`config.mk`:
```
export PLATFORM = sky130hd
export DESIGN_NAME = caesar_stream_ctrl_flat
export DESIGN_NICKNAME = d
export VERILOG_FILES = /design/src/rtl/caesar_stream_ctrl_if.sv /design/src/rtl/caesar_stream_ctrl.sv /design/src/flat_wrapper.sv
export SDC_FILE = /design/constraint.sdc
export NUM_CORES = 1
export LEC_CHECK = 0
export ABC_AREA = 1
export ABC_CLOCK_PERIOD_IN_PS = 6300
export BUFFER_PORTS_ARGS = -buffer_cell sky130_fd_sc_hd__buf_4
export CORE_MARGIN = 2
export CORE_UTILIZATION = 40
export DETAILED_ROUTE_END_ITERATION = 10
export PLACE_DENSITY_LB_ADDON = 0.1
export SLEW_MARGIN = 20
export SYNTH_ARGS = -nofsm -noshare
export SYNTH_HDL_FRONTEND = slang
export SYNTH_SLANG_ARGS = --single-unit
```
`constraint.sdc`:
```
create_clock -name clk -period 6.3 [get_ports clk]
set_input_delay 0.315 -clock clk [delete_from_list [all_inputs] [get_ports clk]]
set_output_delay 0.315 -clock clk [all_outputs]
set_load 0.01 [all_outputs]
```
`src/rtl/caesar_stream_ctrl_if.sv`:
```
// Stream/config bundle for caesar_stream_ctrl: key handshake, input byte stream, output byte
// stream and status.
interface caesar_stream_ctrl_if #(
    parameter int unsigned CNT_W = 16
);
    logic             cfg_valid;
    logic             cfg_ready;
    logic [4:0]       cfg_key;
    logic             cfg_dec;
    logic             key_err;
    logic             in_valid;
    logic             in_ready;
    logic [7:0]       in_data;
    logic             in_last;
    logic             out_valid;
    logic             out_ready;
    logic [7:0]       out_data;
    logic             out_last;
    logic             busy;
    logic [CNT_W-1:0] char_cnt;

    modport master (
        output cfg_valid, cfg_key, cfg_dec, in_valid, in_data, in_last, out_ready,
        input  cfg_ready, key_err, in_ready, out_valid, out_data, out_last, busy, char_cnt
    );

    modport slave (
        input  cfg_valid, cfg_key, cfg_dec, in_valid, in_data, in_last, out_ready,
        output cfg_ready, key_err, in_ready, out_valid, out_data, out_last, busy, char_cnt
    );
endinterface

```
`src/rtl/caesar_stream_ctrl.sv`:
```
// Caesar shift over a framed byte stream: key/direction load, 2-stage valid/ready pipeline.
// Optional CAESAR_ROLLING_KEY_EN advances the key by 1 (mod 26) after each accepted letter.
module caesar_stream_ctrl #(
    parameter int unsigned CNT_W = 16
) (
    input logic                 clk,
    input logic                 rst_n,
    caesar_stream_ctrl_if.slave bus
);
    typedef enum logic [1:0] {StIdle, StRun, StDrain} state_e;

    state_e           state_q, state_d;
    logic [4:0]       key_q;
    logic             dec_q;
    logic             s1_valid_q, s1_letter_q, s1_upper_q, s1_last_q;
    logic [7:0]       s1_data_q;
    logic [4:0]       s1_idx_q;
    logic             out_valid_q, out_letter_q, out_last_q;
    logic [7:0]       out_data_q;
    logic [CNT_W-1:0] cnt_q;
    logic             key_err_q;
`ifdef CAESAR_ROLLING_KEY_EN
    logic [4:0]       s1_key_q;
`endif

    logic       cfg_fire, cfg_bad, s2_adv, in_ready, in_fire, out_fire;
    logic       in_upper, in_lower, in_letter;
    logic [4:0] in_idx, cur_key;
    logic [5:0] sum, diff, t6;
    logic [7:0] shifted;

    always_comb begin
        cfg_fire  = (state_q == StIdle) && bus.cfg_valid && (bus.cfg_key <= 5'd25);
        cfg_bad   = (state_q == StIdle) && bus.cfg_valid && (bus.cfg_key > 5'd25);
        s2_adv    = !out_valid_q || bus.out_ready;
        in_ready  = (state_q == StRun) && (!s1_valid_q || s2_adv);
        in_fire   = bus.in_valid && in_ready;
        out_fire  = out_valid_q && bus.out_ready;
        in_upper  = (bus.in_data >= 8'h41) && (bus.in_data <= 8'h5A);
        in_lower  = (bus.in_data >= 8'h61) && (bus.in_data <= 8'h7A);
        in_letter = in_upper || in_lower;
        // 'A' and 'a' both sit at offset 1 within their 32-byte block
        in_idx    = bus.in_data[4:0] - 5'd1;
    end

`ifdef CAESAR_ROLLING_KEY_EN
    assign cur_key = s1_key_q;
`else
    assign cur_key = key_q;
`endif

    always_comb begin
        sum  = {1'b0, s1_idx_q} + {1'b0, cur_key};
        diff = {1'b0, s1_idx_q} - {1'b0, cur_key};
        if (dec_q) begin
            t6 = diff[5] ? (diff + 6'd26) : diff;
        end else begin
            t6 = (sum >= 6'd26) ? (sum - 6'd26) : sum;
        end
        shifted = (s1_upper_q ? 8'h41 : 8'h61) + {3'b000, t6[4:0]};
    end

    always_comb begin
        state_d = state_q;
        unique case (state_q)
            StIdle:  if (cfg_fire) state_d = StRun;
            StRun:   if (in_fire && bus.in_last) state_d = StDrain;
            StDrain: if (out_fire && out_last_q) state_d = StIdle;
            default: state_d = StIdle;
        endcase
    end

    always_ff @(posedge clk or negedge rst_n) begin
        if (!rst_n) begin
            state_q <= StIdle;
        end else begin
            state_q <= state_d;
        end
    end

    always_ff @(posedge clk or negedge rst_n) begin
        if (!rst_n) begin
            key_q        <= '0;
            dec_q        <= 1'b0;
            s1_valid_q   <= 1'b0;
            s1_letter_q  <= 1'b0;
            s1_upper_q   <= 1'b0;
            s1_last_q    <= 1'b0;
            s1_data_q    <= '0;
            s1_idx_q     <= '0;
            out_valid_q  <= 1'b0;
            out_letter_q <= 1'b0;
            out_last_q   <= 1'b0;
            out_data_q   <= '0;
            cnt_q        <= '0;
            key_err_q    <= 1'b0;
`ifdef CAESAR_ROLLING_KEY_EN
            s1_key_q     <= '0;
`endif
        end else begin
            key_err_q <= cfg_bad;
            if (cfg_fire) begin
                key_q <= bus.cfg_key;
                dec_q <= bus.cfg_dec;
`ifdef CAESAR_ROLLING_KEY_EN
            end else if (in_fire && in_letter) begin
                key_q <= (key_q == 5'd25) ? 5'd0 : key_q + 5'd1;
`endif
            end

            if (in_fire) begin
                s1_valid_q  <= 1'b1;
                s1_data_q   <= bus.in_data;
                s1_idx_q    <= in_idx;
                s1_letter_q <= in_letter;
                s1_upper_q  <= in_upper;
                s1_last_q   <= bus.in_last;
`ifdef CAESAR_ROLLING_KEY_EN
                s1_key_q    <= key_q;
`endif
            end else if (s2_adv) begin
                s1_valid_q <= 1'b0;
            end

            // s2 only reloads when empty or its byte is leaving, so a stalled byte stays put
            if (s2_adv) begin
                out_valid_q <= s1_valid_q;
                if (s1_valid_q) begin
                    out_data_q   <= s1_letter_q ? shifted : s1_data_q;
                    out_last_q   <= s1_last_q;
                    out_letter_q <= s1_letter_q;
                end
            end

            if (cfg_fire) begin
                cnt_q <= '0;
            end else if (out_fire && out_letter_q && (cnt_q != '1)) begin
                cnt_q <= cnt_q + 1'b1;
            end
        end
    end

    assign bus.cfg_ready = (state_q == StIdle);
    assign bus.busy      = (state_q != StIdle);
    assign bus.key_err   = key_err_q;
    assign bus.in_ready  = in_ready;
    assign bus.out_valid = out_valid_q;
    assign bus.out_data  = out_data_q;
    assign bus.out_last  = out_last_q;
    assign bus.char_cnt  = cnt_q;
endmodule

```
`src/flat_wrapper.sv`:
```
// flat-port wrapper written by rule: the top's interface ports become plain ports
module caesar_stream_ctrl_flat 
#(
    parameter int unsigned CNT_W = 16
)
  (clk, rst_n, bus_cfg_valid, bus_cfg_key, bus_cfg_dec, bus_in_valid, bus_in_data, bus_in_last, bus_out_ready, bus_cfg_ready, bus_key_err, bus_in_ready, bus_out_valid, bus_out_data, bus_out_last, bus_busy, bus_char_cnt);
  caesar_stream_ctrl_if #(.CNT_W(CNT_W)) bus_i ();
  input logic clk;
  input logic rst_n;
  input wire logic [$bits(bus_i.cfg_valid)-1:0] bus_cfg_valid;
  input wire logic [$bits(bus_i.cfg_key)-1:0] bus_cfg_key;
  input wire logic [$bits(bus_i.cfg_dec)-1:0] bus_cfg_dec;
  input wire logic [$bits(bus_i.in_valid)-1:0] bus_in_valid;
  input wire logic [$bits(bus_i.in_data)-1:0] bus_in_data;
  input wire logic [$bits(bus_i.in_last)-1:0] bus_in_last;
  input wire logic [$bits(bus_i.out_ready)-1:0] bus_out_ready;
  output wire logic [$bits(bus_i.cfg_ready)-1:0] bus_cfg_ready;
  output wire logic [$bits(bus_i.key_err)-1:0] bus_key_err;
  output wire logic [$bits(bus_i.in_ready)-1:0] bus_in_ready;
  output wire logic [$bits(bus_i.out_valid)-1:0] bus_out_valid;
  output wire logic [$bits(bus_i.out_data)-1:0] bus_out_data;
  output wire logic [$bits(bus_i.out_last)-1:0] bus_out_last;
  output wire logic [$bits(bus_i.busy)-1:0] bus_busy;
  output wire logic [$bits(bus_i.char_cnt)-1:0] bus_char_cnt;
  assign bus_i.cfg_valid = bus_cfg_valid;
  assign bus_i.cfg_key = bus_cfg_key;
  assign bus_i.cfg_dec = bus_cfg_dec;
  assign bus_i.in_valid = bus_in_valid;
  assign bus_i.in_data = bus_in_data;
  assign bus_i.in_last = bus_in_last;
  assign bus_i.out_ready = bus_out_ready;
  assign bus_cfg_ready = bus_i.cfg_ready;
  assign bus_key_err = bus_i.key_err;
  assign bus_in_ready = bus_i.in_ready;
  assign bus_out_valid = bus_i.out_valid;
  assign bus_out_data = bus_i.out_data;
  assign bus_out_last = bus_i.out_last;
  assign bus_busy = bus_i.busy;
  assign bus_char_cnt = bus_i.char_cnt;
  caesar_stream_ctrl #(.CNT_W(CNT_W)) u_core (.clk(clk), .rst_n(rst_n), .bus(bus_i));
endmodule
```
== After elaboration in Yosys (flattened, before gate mapping) ==
Index checks and enable logic that the tools add are counted.

* Bits in registers: 53
* Input bits: 20
* Output and inout port bits: 30
* Logic and storage cells: 71

* Add/subtract/negate cells: 7
* Magnitude comparators: 7
* Equality and inequality tests: 6
* Multiplexer cells: 13
* Reduce and logical (&&, ||, !) cells: 23

{| class="wikitable"
|+ Operator list
! cell !! count
|-
| 2-to-1 mux 16 bit || 2
|-
| adder 16 x 1 -> 16 bit, second input constant || 1
|-
| >= comparator 8 x 7 -> 1 bit, second input constant || 2
|-
| <= comparator 8 x 7 -> 1 bit, second input constant || 2
|-
| != test 16 bit, second input constant || 1
|-
| 2-to-1 mux 5 bit || 3
|-
| logical AND 1 bit || 12
|-
| adder 8 x 5 -> 8 bit || 1
|-
| 2-to-1 mux 8 bit || 1
|-
| adder 5 x 5 -> 6 bit || 1
|-
| >= comparator 6 x 5 -> 1 bit, second input constant || 1
|-
| 2-to-1 mux 2 bit || 3
|-
| 2-to-1 mux 6 bit || 1
|-
| one-hot mux 2 bit (3 select lines) || 1
|-
| nonzero test 2 bit || 3
|-
| subtractor 5 x 5 -> 6 bit || 1
|-
| adder 5 bit, second input constant || 1
|-
| greater-than comparator 5 bit, second input constant || 1
|-
| <= comparator 5 bit, second input constant || 1
|-
| subtractor 5 x 1 -> 5 bit, second input constant || 1
|-
| subtractor 5 bit, second input constant || 1
|-
| != test 2 x 1 -> 1 bit, second input constant || 2
|-
| logical OR 1 bit || 3
|-
| AND reduction 3 bit || 1
|-
| 7 further kinds || 9
|}

== Longest topological paths before layout ==
* Depth after elaboration: 8
* Mapped depth: 20
* Depth with buffers taken out: 19

== Worst setup path after synthesis ==
No wires, ideal clock.

* Kind: flip-flop to flip-flop
* From: register u_core.key_q[0] (netlist: u_core.cur_key[0])
* To: register u_core.out_data_q[6] (netlist: u_core.bus.out_data[6])
* Setup time: 116 ps
* Arrival: 2255 ps
* Setup slack: 3928 ps
* Stages on the path, launching flop included: 19
* Period minus slack after synthesis: 2372 ps
* Path through: dfrtp_1 -> ha_1 -> fa_1 -> nand2_2 -> nand2_2 -> nand2_1 -> nand2_1 -> nand2_2 -> nand3_4 -> nand2_2 -> nand2_1 -> nand3_1 -> and2_1 -> ha_1 -> nand3_1 -> nor2_1 -> nand3_1 -> nand2_1 -> nand2_1

* Word-level cells in the longest chain between the ends: 6
* Elaborated cells on any way between the ends: 10

{| class="wikitable"
|+ Ends and longest elaborated chain
! item !! RTL line !! text
|-
| from (decl) || caesar_stream_ctrl.sv:13 || <nowiki>logic [4:0] key_q;</nowiki>
|-
| from (signal assigned) || caesar_stream_ctrl.sv:103 || <nowiki>key_q <= bus.cfg_key;</nowiki>
|-
| adder 5 x 5 -> 6 bit / subtractor 5 x 5 -> 6 bit (equally long branches) || caesar_stream_ctrl.sv:53, caesar_stream_ctrl.sv:54 ||
|-
| subtractor 5 bit, or another cell as far along || caesar_stream_ctrl.sv:58 || <nowiki>t6 = (sum >= 6'd26) ? (sum - 6'd26) : sum;</nowiki>
|-
| 2-to-1 mux 5 bit, on equally long branches || caesar_stream_ctrl.sv:58, caesar_stream_ctrl.sv:56 ||
|-
| 2-to-1 mux 5 bit * || caesar_stream_ctrl.sv:55 || <nowiki>if (dec_q) begin</nowiki>
|-
| adder 8 x 5 -> 8 bit * || caesar_stream_ctrl.sv:60 || <nowiki>shifted = (s1_upper_q ? 8'h41 : 8'h61) + {3'b000, t6[4:0]};</nowiki>
|-
| 2-to-1 mux 8 bit * || caesar_stream_ctrl.sv:129 || <nowiki>out_data_q <= s1_letter_q ? shifted : s1_data_q;</nowiki>
|-
| to (signal assigned) || caesar_stream_ctrl.sv:129 ||
|-
| to (decl) || caesar_stream_ctrl.sv:19 || <nowiki>logic [7:0] out_data_q;</nowiki>
|}

Mark *: on every way between the ends. The rest lies on a longest branch, timed or not.
A chain may end at the register's enable or synchronous reset.

== Worst setup path after layout ==
* From: register u_core.key_q[0] (netlist: u_core.cur_key[0])
* To: register u_core.out_data_q[4] (netlist: u_core.bus.out_data[4])

The elaborated chain is that of the path after synthesis.

==> flow_summary.toml <==
[cts]
clkSinkCount = 53
cts_tree = "yes"
path_clk_slew_ns = 0.10
cts_setup_buffers = 0
cts_root_buf = "clkbuf_8"
numCtsBuffers = 5
holdBufCountCts = 0
post_cts_resized = 0
htree_levels = 2
clock_latency_ns = 0.30
clk_path_buf_depth = 2

[sta]
worstMarginPinSlew_ns = 0.834
rsz0062_at_grt = "no"
setup_viol = 0
post-route-min-period_ns = 2.62
tns_ns = 0
drv_slew = 0
hold_viol = 0
fin_skew_ns = 0.00554
max_freq_ghz = 0.381
relSlewSlack = 0.443
fin_crit_sh = 0.417
timing.hold.ws_ns = 0.0333

[detailed_routing]
drc = 0
postRouteAntennaNets = 0
drt_wl_total_um = 7490
first_pass_iters = 4
num_vias = 2933
vias_per_cell = 4.92
drtIter0Drc = 113
wire_per_inst_um = 12.6

[grt]
grt_start_max_net_pins = 54
overflow = 0
grt_pass1_wl_um = 12900
antenna_found_initial = 0
grt_pass1_vias = 2707
grt.total_usage = 0.178

[final_layout]
diodes = 0
area_growth_pct = 16.0
final_cells = 596
nNetsFinal = 529
drive_gt1_frac = 0.175
fillers = 837
design_area_um2 = 3900

[die]
num_rows = 33
core_um2 = 8180
io_pins = 50
die_w_um = 95.7
start_util = 0.411
die_area_um2 = 9150
fp.dieH_um = 95.7

[critical_path]
r2r_cells = 15
critPathRequiredTime_ns = 6.50
slowest_delay_ns = 0.54
r2r_setup_slack_ns = 3.68
rr_startpoint = "u_core.cur_key[0]$_DFFE_PN0P_"
cp_slowest_cell = "fa_1"
cp_num_cells = 15
worstPathMaxFanout = 4
cp_common_cell = "nand2_1"
path_class = "reg2reg"
crit_path_start_kind = "register"
crit_chain = "ha_1 -> fa_1 -> inv_1 -> nand2_1 -> nand3_4 -> nand2_2 -> nand2_1 -> nand3_1 -> and2_1 -> ha_1 -> nand3_1 -> nor2_1 -> nor2_1 -> nand2_1 -> a21oi_2"
cp-startpoint = "u_core.cur_key[0]$_DFFE_PN0P_"
crit_path_end_kind = "register"
crit_family = "simple AND/OR/NAND/NOR gates"
arrival_ns = 2.82
path_buf_inv = 1
setup.worst_path.end = "u_core.bus.out_data[4]$_DFFE_PN0P_"
r2r_end = "u_core.bus.out_data[4]$_DFFE_PN0P_"

[outcome]
status = "finished, final reports clean"

[power_and_ir_drop]
total_power_mw = 2.08
leakage_nw = 2.03
peakVddDrop_v = 0.000218
power_density_nw_per_um2 = 533

[logic_synthesis]
syn-mean-instance-area_um2 = 7.61
synth-main-ff-cell = "dfrtp_1"
synth_edf_count = 0
syn_area_um2 = 3360
synthDistinctLibCells = 45
syn-num-nets = 481
synth_seq_cells = 53
async_flop_share = 1.00
synth_cells = 442
yosysSeqAreaShare = 0.394
synth_warnings = 0

[place]
place_inst = 588
place_area_um2 = 3820
post-dp-hpwl_um = 5870
routabilityCongestion = 0.807
portBuffers = 49

[flow_run]
drv_cap = 0

[worst_hold_path]
hold_class = "in2async"
[cells by family after synthesis]
group,share of synthesized area
AO/OA/AOI/OAI,0.118
adder cells (fa/ha/maj),0.0752
flip-flops,0.394
AND/OR/NAND/NOR,0.304
buffers and inverters,0.0927
XOR/XNOR,0.0156
[final cells by class]
class	instances	area, um^2	area share
Clock buffer	7	76.3	0.0196
Tap cell	105	131	0.0337
Inverter	71	267	0.0683
Timing Repair Buffer	49	368	0.0943
Sequential cell	53	1330	0.340
Multi-Input combinational cell	310	1720	0.442
Clock inverter	1	7.51	0.00192
[sequential cells by signal, indices dropped and copies added, names as in the netlist]
name,count
u_core.bus.char_cnt,16
u_core.bus.key_err,1
u_core.bus.out_data,8
u_core.bus.out_last,1
u_core.bus.out_valid,1
u_core.cur_key,5
u_core.dec_q,1
u_core.out_letter_q,1
u_core.s1_data_q,8
u_core.s1_idx_q,5
u_core.s1_last_q,1
u_core.s1_letter_q,1
u_core.s1_upper_q,1
u_core.s1_valid_q,1
u_core.state_q,2
[power breakdown]
group / switching [mW] / internal (mW) / total [mW]
sequential: 0.0911 / 0.461 / 0.552
clock: 0.112 / 0.0790 / 0.191
combinational: 0.839 / 0.495 / 1.33
[worst register-to-register path, cell delays in order (launching register included)]
cell and delay [ns]:
dfrtp_1 0.41, ha_1 0.24, fa_1 0.54, inv_1 0.08
nand2_1 0.13, nand3_4 0.10, nand2_2 0.08, nand2_1 0.05
nand3_1 0.10, and2_1 0.15, ha_1 0.16, nand3_1 0.12
nor2_1 0.17, nor2_1 0.06, nand2_1 0.08, a21oi_2 0.05
[per-stage QoR]
| step | util | setup slack [ns] |
|---|---|---|
| 3_3_place_gp | 0.467 | 3.74 |
| 2_1_floorplan | - | 3.93 |
| 4_1_cts | 0.477 | 3.67 |
| 6_report | 0.477 | 3.68 |
| 5_1_grt | 0.477 | 3.40 |
| 3_5_place_dp | 0.467 | 3.69 |
[cells in the mapped netlist, types with 3 or more instances]
cell,instances,area [um^2]
xor2_1,3,26.3
nand2_1,102,383
nor2_1,36,135
dfrtp_1,53,1330
clkbuf_1,6,22.5
o21ai_0,31,155
nand3_1,42,210
a21oi_1,18,90.1
nor3_1,5,25.0
nand2_2,11,68.8
nand4_1,3,18.8
ha_1,17,213
nor2_2,3,18.8
inv_1,68,255
nand3_2,3,30.0
xnor2_1,3,26.3
[per-layer routing]
metal	track usage	routed length, um
met1	0.272	3860
met2	0.273	3400
met3	0.0245	192
met4	0.0286	30
met5	0	0
[how the worst min path moves through the flow]
| stage | from | to | slack, ns | depth (start not counted) |
|---|---|---|---|---|
| finish | rst_n | u_core.s1_data_q[5]$_DFFE_PN0P_ | 0.03 | 1 |
| global route | rst_n | u_core.s1_data_q[3]$_DFFE_PN0P_ | 0.09 | 1 |
| CTS | rst_n | u_core.s1_data_q[5]$_DFFE_PN0P_ | 0.07 | 1 |
| detailed placement | rst_n | u_core.s1_data_q[5]$_DFFE_PN0P_ | 0.40 | 1 |
| global placement | rst_n | u_core.s1_data_q[5]$_DFFE_PN0P_ | 0.41 | 1 |
| floorplan | rst_n | u_core.bus.char_cnt[0]$_DFFE_PN0P_ | 0.02 | 0 |
[cells in the final DEF, fill, tap and decap left out, types with 2 or more instances in the layout]
cell type	n
a21oi_1	18
a22o_1	2
buf_4	49
clkbuf_1	2
clkbuf_8	5
dfrtp_1	53
fa_1	2
ha_1	17
inv_1	68
inv_2	2
nand2_1	102
nand2_2	11
nand3_1	42
nand3_2	3
nand4_1	3
nor2_1	36
nor2_2	3
nor2_4	2
nor3_1	5
nor3_4	2
o21ai_0	31
o21ai_1	2
o22ai_1	2
o31ai_1	2
xnor2_1	3
xor2_1	3
Note: power is estimated with default switching activity, not from simulation.
